File: config.mk
export PLATFORM = sky130hd
export DESIGN_NAME = rm_lane_allocator
export DESIGN_NICKNAME = d
export VERILOG_FILES = /design/src/rtl/rm_lane_allocator.sv
export SDC_FILE = /design/constraint.sdc
export NUM_CORES = 1
export LEC_CHECK = 0
export ABC_CLOCK_PERIOD_IN_PS = 12650
export BUFFER_PORTS_ARGS = -buffer_cell sky130_fd_sc_hd__clkbuf_2
export CAP_MARGIN = 20
export CORE_UTILIZATION = 40
export CTS_CLUSTER_SIZE = 40
export DETAILED_ROUTE_END_ITERATION = 12
export MAX_ROUTING_LAYER = met4
export PLACE_DENSITY = 0.64
export SLEW_MARGIN = 0
export SYNTH_ARGS = -nofsm -noshare
export SYNTH_HDL_FRONTEND = slang
export SYNTH_SLANG_ARGS = --single-unit
File: constraint.sdc
create_clock -name clk_i -period 12.65 [get_ports clk_i]
set_input_delay 3.795 -clock clk_i [delete_from_list [all_inputs] [get_ports clk_i]]
set_output_delay 3.795 -clock clk_i [all_outputs]
set_load 0.01 [all_outputs]
File: src/rtl/rm_lane_allocator.sv
// Runtime-monitor lane allocator and event encoder; optional lane timeout under RM_LANE_TIMEOUT_EN.
// Latency: grant is combinational, events_o is registered one cycle after the probe.
// Backpressure: none; denied requests and lost probes add to the saturating drop counter.
package ariane_pkg;
    localparam int unsigned RM_LANE_W  = 3;
    localparam int unsigned RM_ITYPE_W = 1;

    typedef struct packed {
        logic                  two_lane;
        logic [RM_LANE_W-1:0]  lane0;
        logic [RM_LANE_W-1:0]  lane1;
        logic [RM_ITYPE_W-1:0] itype;
        logic                  probe_val;
        logic                  reset_lane;
    } lane_ctrl;
endpackage

module rm_lane_allocator #(
    parameter int NUM_LANES         = 5,
    parameter int NUM_EVENTS        = 10,
    parameter int NUM_MONITORED_INS = 2,
    parameter int LANE_TIMEOUT      = 64
) (
    input  logic                                    clk_i,
    input  logic                                    rst_ni,
    input  logic                                    alloc_req_i,
    input  logic [$clog2(NUM_MONITORED_INS)-1:0]    alloc_itype_i,
    output logic                                    alloc_gnt_o,
    output logic [$clog2(NUM_LANES)-1:0]            alloc_lane_o,
    input  logic                                    release_valid_i,
    input  logic [$clog2(NUM_LANES)-1:0]            release_lane_i,
    input  logic [NUM_EVENTS-1:0]                   probe_i,
    input  logic [NUM_EVENTS-1:0]                   cfg_two_lane_i,
    output ariane_pkg::lane_ctrl [NUM_EVENTS-1:0]   events_o,
    output logic [NUM_LANES-1:0]                    busy_o,
    output logic [15:0]                             drop_cnt_o
);
    localparam int LW  = $clog2(NUM_LANES);
    localparam int IW  = $clog2(NUM_MONITORED_INS);
    localparam int PLW = ariane_pkg::RM_LANE_W;
    localparam int PIW = ariane_pkg::RM_ITYPE_W;

    logic [NUM_LANES-1:0]  busy_q, busy_d;
    logic [IW-1:0]         itype_q [NUM_LANES];
    logic [LW-1:0]         cur_q, prev_q, alloc_lane;
    logic                  cur_v_q, prev_v_q;
    ariane_pkg::lane_ctrl [NUM_EVENTS-1:0] events_q, events_d;
    logic [15:0]           drop_cnt_q, drop_cnt_d, drops;
    logic [16:0]           drop_sum;
    logic                  exp_rel, rel_v;
    logic [LW-1:0]         rel_lane;

    always_comb begin
        alloc_lane = '0;
        for (int l = NUM_LANES - 1; l >= 0; l--) begin
            if (!busy_q[l]) alloc_lane = LW'(l);
        end
    end

    assign alloc_gnt_o  = alloc_req_i & ~&busy_q;
    assign alloc_lane_o = alloc_lane;
    assign exp_rel      = release_valid_i && (32'(release_lane_i) < NUM_LANES) && busy_q[release_lane_i];

`ifdef RM_LANE_TIMEOUT_EN
    localparam int CW = $clog2(LANE_TIMEOUT);

    logic [CW-1:0]         to_cnt_q [NUM_LANES];
    logic [NUM_LANES-1:0]  expired;
    logic                  pend_v_q, pend_v_d, auto_v;
    logic [LW-1:0]         pend_lane_q, pend_lane_d, auto_lane;

    // A lane being explicitly released this edge is not also a timeout candidate.
    always_comb begin
        expired   = '0;
        auto_lane = '0;
        for (int l = 0; l < NUM_LANES; l++) begin
            expired[l] = busy_q[l] && (to_cnt_q[l] == CW'(LANE_TIMEOUT - 1))
                         && !(exp_rel && (release_lane_i == LW'(l)));
        end
        for (int l = NUM_LANES - 1; l >= 0; l--) begin
            if (expired[l]) auto_lane = LW'(l);
        end
        auto_v = |expired;
        if (pend_v_q) begin
            auto_lane = pend_lane_q;
            auto_v    = !(exp_rel && (release_lane_i == pend_lane_q));
        end
        rel_v       = exp_rel | auto_v;
        rel_lane    = exp_rel ? release_lane_i : auto_lane;
        pend_v_d    = exp_rel & auto_v;
        pend_lane_d = auto_lane;
    end

    always_ff @(posedge clk_i or negedge rst_ni) begin
        if (!rst_ni) begin
            pend_v_q    <= 1'b0;
            pend_lane_q <= '0;
            for (int l = 0; l < NUM_LANES; l++) to_cnt_q[l] <= '0;
        end else begin
            pend_v_q    <= pend_v_d;
            pend_lane_q <= pend_lane_d;
            for (int l = 0; l < NUM_LANES; l++) begin
                if ((alloc_gnt_o && alloc_lane == LW'(l)) || (rel_v && rel_lane == LW'(l)))
                    to_cnt_q[l] <= '0;
                else if (busy_q[l] && to_cnt_q[l] != CW'(LANE_TIMEOUT - 1))
                    to_cnt_q[l] <= to_cnt_q[l] + 1'b1;
            end
        end
    end
`else
    assign rel_v    = exp_rel;
    assign rel_lane = release_lane_i;
`endif

    always_comb begin
        busy_d = busy_q;
        if (rel_v)       busy_d[rel_lane]   = 1'b0;
        if (alloc_gnt_o) busy_d[alloc_lane] = 1'b1;
    end

    always_comb begin
        events_d = '0;
        drops    = '0;
        for (int i = 0; i < NUM_EVENTS; i++) begin
            if (i == NUM_EVENTS - 1 && rel_v) begin
                events_d[i].lane0      = PLW'(rel_lane);
                events_d[i].reset_lane = 1'b1;
                if (probe_i[i]) drops = drops + 16'd1;
            end else begin
                events_d[i].two_lane  = cfg_two_lane_i[i] & prev_v_q;
                events_d[i].lane0     = PLW'(cur_q);
                events_d[i].lane1     = PLW'(prev_q);
                events_d[i].itype     = PIW'(events_d[i].two_lane ? itype_q[prev_q] : itype_q[cur_q]);
                events_d[i].probe_val = probe_i[i] & (events_d[i].two_lane ? prev_v_q : cur_v_q);
                if (probe_i[i] && !events_d[i].probe_val) drops = drops + 16'd1;
            end
        end
        if (alloc_req_i && !alloc_gnt_o) drops = drops + 16'd1;
        drop_sum   = {1'b0, drop_cnt_q} + {1'b0, drops};
        drop_cnt_d = drop_sum[16] ? 16'hFFFF : drop_sum[15:0];
    end

    // A release landing on the current lane must not resurrect its valid bit when it shifts to prev.
    always_ff @(posedge clk_i or negedge rst_ni) begin
        if (!rst_ni) begin
            busy_q     <= '0;
            cur_q      <= '0;
            prev_q     <= '0;
            cur_v_q    <= 1'b0;
            prev_v_q   <= 1'b0;
            events_q   <= '0;
            drop_cnt_q <= '0;
            for (int l = 0; l < NUM_LANES; l++) itype_q[l] <= '0;
        end else begin
            busy_q     <= busy_d;
            events_q   <= events_d;
            drop_cnt_q <= drop_cnt_d;
            if (alloc_gnt_o) begin
                itype_q[alloc_lane] <= alloc_itype_i;
                prev_q   <= cur_q;
                prev_v_q <= cur_v_q && !(rel_v && rel_lane == cur_q);
                cur_q    <= alloc_lane;
                cur_v_q  <= 1'b1;
            end else begin
                if (rel_v && rel_lane == cur_q)  cur_v_q  <= 1'b0;
                if (rel_v && rel_lane == prev_q) prev_v_q <= 1'b0;
            end
        end
    end

    assign events_o   = events_q;
    assign busy_o     = busy_q;
    assign drop_cnt_o = drop_cnt_q;
endmodule

* Yosys cells after proc, flatten, opt, wreduce, memory -nomap -nowiden
Cells that the tools add are included.
** Operators by class
- Mux-type cells :: 64
- Reduce and logical (&&, ||, !) cells :: 35
- Bitwise logic cells :: 27
- Equal/unequal tests :: 2
- Order comparisons :: 9
- $add $sub $neg :: 11
** Operators by type and width (count)
- 16-bit 2-to-1 mux :: 13
- 16-bit by 1-bit adder with 16-bit output (second input constant) :: 10
- 1-bit 2-to-1 mux :: 35
- 1-bit bitwise AND :: 21
- 1-bit logical AND :: 19
- 3-bit 2-to-1 mux :: 6
- 16-bit by 16-bit adder with 17-bit output :: 1
- 5-bit 2-to-1 mux :: 3
- 1-bit zero test :: 13
- 4-bit greater-or-equal comparator (second input constant) :: 3
- 3-bit NOT with 4-bit output :: 3
- 1-bit binary-select mux with 3-bit select :: 3
- 1-bit demux with 3-bit select :: 3
- 3-bit by 4-bit less-than comparator with 1-bit output (second input constant) :: 2
- 3-bit equality test :: 2
- 3-bit by 1-bit greater-or-equal comparator with 1-bit output (second input constant) :: 2
- 5-bit bitwise AND :: 1
- 5-bit bitwise mux :: 1
- 5-bit NOT :: 1
- 5-bit bitwise OR :: 1
- 5-bit AND reduction :: 1
- 4-bit by 1-bit less-than comparator with 1-bit output (second input constant) :: 1
- 2-bit nonzero test :: 2
- 3-bit less-than comparator (second input constant) :: 1
** Word-level totals
- Bits in registers :: 77
- Word-level logic and storage cells :: 194
- Input port bits :: 28
- Output and inout port bits :: 125

* Depth between registers and ports, before layout
- Depth after elaboration :: 29
- Mapped depth :: 47
- Mapped depth without buffers :: 42

* Worst setup path after synthesis
No wires, ideal clock.
- Kind :: input -> register
- Start :: in cfg_two_lane_i[0]
- End :: reg drop_cnt_q[1] (netlist: drop_cnt_o[1])
- Slack :: 656 ps
- Stages on the path :: 41
- Setup time :: 127 ps
- Buffers on the path :: 2
- Required time :: 12523 ps
- Data arrival time :: 11867 ps
- Cell sequence :: and2_1 -> nor2_1 -> and2_1 -> ha_1 -> or3_1 -> buf_2 -> nand2_1 -> ha_1 -> mux2_2 -> ha_1 -> o32ai_1 -> nor2_1 -> ha_1 -> nand2_1 -> o31ai_1 -> ha_1 -> o22ai_1 -> o21bai_1 -> [... 5 more ...] -> nand2_1 -> nand2_1 -> ha_1 -> mux2_2 -> ha_1 -> mux2_2 -> fa_1 -> a21o_1 -> a21oi_1 -> o21bai_1 -> a21oi_1 -> o21bai_1 -> a21oi_1 -> o21bai_1 -> a21boi_0 -> nor4_1 -> clkbuf_1 -> or2_2
** Between the ends
- Longest elaborated chain between the ends :: 29
- Elaborated cells between the ends (all ways) :: 30
- Classes of those cells :: 11 x add/sub; 15 x mux; 2 x bitwise; 2 x reduce/logical
** RTL lines
- from (decl) :: line 33 : input logic [NUM_EVENTS-1:0] cfg_two_lane_i,
- 1-bit bitwise AND * :: line 130 : events_d[i].two_lane = cfg_two_lane_i[i] & prev_v_q;
- 1-bit 2-to-1 mux * :: line 134 : events_d[i].probe_val = probe_i[i] & (events_d[i].two_lane ? prev_v_q : cur_v_q);
- 1-bit bitwise AND * :: line 134
- 1-bit zero test * :: line 135 : if (probe_i[i] && !events_d[i].probe_val) drops = drops + 16'd1;
- 1-bit logical AND * :: line 135
- 1-bit 2-to-1 mux * :: line 135
- 16-bit by 1-bit adder with 16-bit output :: line 135
- 16-bit 2-to-1 mux * :: line 135
- [... 14 more ...]
- 16-bit by 1-bit adder with 16-bit output :: line 128, 135
- 16-bit 2-to-1 mux (on tied branches) :: line 135, 128
- 16-bit 2-to-1 mux * :: line 125 : if (i == NUM_EVENTS - 1 && rel_v) begin
- 16-bit by 1-bit adder with 16-bit output :: line 138 : if (alloc_req_i && !alloc_gnt_o) drops = drops + 16'd1;
- 16-bit 2-to-1 mux * :: line 138
- 16-bit by 16-bit adder with 17-bit output * :: line 139 : drop_sum = {1'b0, drop_cnt_q} + {1'b0, drops};
- 16-bit 2-to-1 mux * :: line 140 : drop_cnt_d = drop_sum[16] ? 16'hFFFF : drop_sum[15:0];
- net drop_cnt_d[1] :: line 48 : logic [15:0] drop_cnt_q, drop_cnt_d, drops;
- to (signal assigned) :: line 157 : drop_cnt_q <= drop_cnt_d;
- to (decl) :: line 48
Mark *: on every way through the listed nets, which the timed path passes. The rest lies on a longest branch.
A chain may end at the register's enable or synchronous reset.

==> results.tsv <==
stage	metric	value	unit
clock_network	CTS clock-pin slew for the worst setup and hold paths	0.05	ns
setup_path	reg2reg start	prev_v_q	
synthesis	Post-synth ARST share	1.00	
timing	RSZ-0062 raised after global routing	false	
synthesis	FF+latch count, synth	77	
clock_network	Clock Latency Late Sink	0.33	ns
drt	Vias	4200	
synthesis	sequential element share of the synthesized area	0.368	
timing	final setup TNS	0	ns
clock_network	CTS tree	built	
global_route	total grt overflow	0	
layout	Layout Nets	695	
timing	clock skew	0.00765	ns
clock_network	Clock Path Buffers	2	
setup_path	CP Data Required Time	12.86	ns
drt	final routed DRC violation total	0	
setup_path	CP max FO	5	
power_and_ir_drop	register share of total power	0.335	
placement	DP Worst Slack	0.132	ns
timing	Setup Viol. Count Final	0	
synthesis	EDFF count, synth	0	
drt	Antenna Nets Post-Route	0	
clock_network	H-tree depth	3	
die	I/O pin count	153	
global_route	initial antenna violation count	0	
timing	Final min period	12.03	ns
clock_network	CTS Hold Bufs	0	
flow_run	max-cap violations	0	
die	Die ar.	13600	um^2
power_and_ir_drop	worst vdd ir	0.000135	V
timing	Hold Vio Cnt, Final	0	
drt	first drt pass iteration count	5	
drt	vias per cell	5.12	
layout	Area growth syn-to-layout	16.6	%
status	status	finished, final reports clean	
timing	FMAX	83.1	MHz
power_and_ir_drop	Psw	0.526	mW
timing	relative max-transition margin	0.373	
layout	share of layout cells above drive strength 1	0.311	
synthesis	Cell variety after synth	75	
drt	DR iter-0 viols	204	
clock_network	CTS Buf Count	9	
die	die height	116	um
setup_path	Worst setup startpoint	cfg_two_lane_i[0]	
power_and_ir_drop	clock group share of total power	0.215	
setup_path	CP delay by family, top	adder cells	
setup_path	Critical Path AT	12.25	ns
clock_network	clk root buf	clkbuf_16	
timing	final worst slack	0.616	ns
timing	measured slew at the worst slew-check pin	0.937	ns
setup_path	Buf/Inv on CP	3	
layout	Diodes inserted	0	
global_route	overall global routing resource usage	0.193	
synthesis	Avg Cell Area, Syn	9.63	um^2
die	Starting Density	0.413	
setup_path	Worst Setup Start Kind	input port	
power_and_ir_drop	Combinational Power Share	0.450	
setup_path	CP dominant cell by count	ha_1	
setup_path	crit path kind	in2reg	
die	row count	41	
power_and_ir_drop	switch share	0.397	
synthesis	cell area after synthesis	5240	um^2
worst_hold_path	Worst Hold Launch	prev_q[2]	
placement	placer congestion estimate	0.914	
global_route	vias in the first global route	4020	
placement	post-DP HPWL	9280	um
worst_hold_path	Hold Crit Class	reg2reg	
setup_path	CP peak stage delay	0.43	ns
setup_path	Worst Setup End Kind	register	
synthesis	Synth Instances	544	
die	Die W	116	um
timing	worst hold-check slack	0.512	ns
global_route	pin count of the biggest net entering global routing	78	
power_and_ir_drop	Int Pwr	0.797	mW
power_and_ir_drop	P_leak	3.03	nW
timing	Max Slew Vio Count	0	
die	core area	12700	um^2
power_and_ir_drop	pwr dens	217	nW/um^2
drt	routed wire length	12100	um
timing	Final Cycle Share	0.951	
global_route	global-route wire length before repair	19700	um
placement	port bufs	143	
drt	Avg WL per Cell	14.7	um
synthesis	Synth Warn #	0	
clock_network	Clock Sinks	77	
synthesis	ys flop type	dfrtp_1	
setup_path	Slowest-stage cell, CP	fa_1	
kinds of logic (layout without fill, tap and decap cells):
family                   count (synthesis)  in the layout  share of synthesized area
AO/OA/AOI/OAI                          106            106                      0.149
XOR/XNOR                                36             36                     0.0757
adder cells (fa/ha/maj)                 22             22                     0.0540
buffers and inverters                   93            185                      0.113
flip-flops                              77             77                      0.368
multiplexers                            28             28                     0.0609
other                                    1             14                   0.000716
AND/OR/NAND/NOR                        181            181                      0.179
sequential cells by signal, summed over array words and instances (netlist names):
name,flops
busy_o,5
cur_q,3
cur_v_q,1
drop_cnt_o,16
events_o,43
itype_q,5
prev_q,3
prev_v_q,1
worst paths after layout:
check / endpoint / slack, ns / cells after the start
worst max-delay path: drop_cnt_o[1] / 0.62 / 41
worst min-delay path: events_o[85] / 0.51 / 0
worst max register to register: drop_cnt_o[1] / 3.14 / 40
worst min register to register: events_o[85] / 0.51 / 0
max in group asynchronous: drop_cnt_o[4] / 8.43 / 1
min in group asynchronous: events_o[12] / 3.60 / 1
routing by layer:
| metal | GRT usage | vias up | wire length, um |
|---|---|---|---|
| li1 | - | 2032 | - |
| met1 | 0.238 | 2028 | 5510 |
| met2 | 0.309 | 130 | 5650 |
| met3 | 0.0560 | 10 | 735 |
| met4 | 0.0530 | 0 | 164 |
| met5 | - | - | 0 |
per-stage QoR:
| step | std cells | util | total power [mW] | instance area [um^2] |
|---|---|---|---|---|
| 2_1_floorplan | 557 | - | 0.901 | 5290 |
| 3_3_place_gp | 806 | 0.454 | 1.03 | 5750 |
| 3_5_place_dp | 806 | 0.454 | 1.04 | 5750 |
| 4_1_cts | 821 | 0.480 | 1.33 | 6080 |
| 5_1_grt | 821 | 0.482 | 1.43 | 6110 |
| 6_report | 821 | 0.482 | 1.32 | 6110 |
cell type report:
class	count	area, um^2
Multi-Input combinational cell	387	2790
Fill cell	1226	6570
Inverter	21	78.8
Sequential cell	77	1930
Clock inverter	3	67.6
Timing Repair Buffer	149	763
Tap cell	172	215
Clock buffer	12	267
Yosys cell counts (4+ instances only):
master / count / area share
nand4_1: 5 / 0.0060
ha_1: 21 / 0.050
or3_1: 4 / 0.0048
a21o_1: 9 / 0.013
o21ai_0: 16 / 0.015
a21oi_1: 19 / 0.018
nor3b_1: 4 / 0.0057
o21bai_1: 5 / 0.0072
xnor2_1: 20 / 0.033
and2_1: 16 / 0.019
buf_4: 58 / 0.083
dfrtp_1: 77 / 0.37
nor4_1: 4 / 0.0048
and3_1: 6 / 0.0072
mux2_2: 11 / 0.024
nand3_1: 15 / 0.014
a21oi_2: 4 / 0.0067
inv_1: 20 / 0.014
clkbuf_1: 8 / 0.0057
a31oi_1: 4 / 0.0048
nor2b_1: 8 / 0.0096
mux2i_1: 15 / 0.029
a2111oi_0: 4 / 0.0067
nand2_1: 55 / 0.039
xor2_1: 9 / 0.015
nor3_1: 9 / 0.0086
o211ai_1: 6 / 0.0086
nor2_1: 29 / 0.021
a221oi_1: 4 / 0.0067
nand2b_1: 13 / 0.016
power groups by stage:
stage                     clock network, mW  logic, mW  registers, mW
after floorplan                           0      0.449          0.452
after global placement                    0      0.586          0.442
after detailed placement                  0      0.594          0.448
after CTS                             0.292      0.596          0.443
after global routing                  0.303      0.663          0.460
final                                 0.285      0.596          0.443
repair_timing:
item                       CTS  global route
resized for setup            0             5
setup buffers                0             0
setup endpoints to repair    0            15
cell usage in the layout, fill, tap and decap left out, drive strengths merged, types with 4 or more instances in the layout:
cell type  netlist  final
mux2i           15     15
o21bai           5      5
nand2b          13     13
inv             20     20
nor3            11     11
o21ai           18     18
and3             6      6
xnor2           23     23
a21oi           24     24
a31oi            4      4
nor2            29     29
nand2           56     56
nor3b            4      4
xor2             9      9
o211ai           7      7
nor2b            8      8
buf             64      7
dfrtp           77     77
and2            16     16
conb             1     14
o22ai            4      4
or3              4      4
ha              21     21
a21o            10     10
a221oi           4      4
mux2            11     11
nand3           15     15
nand4            5      5
nor4             5      5
a2111oi          4      4
clkbuf           8    154
(Power assumes the default switching activity.)
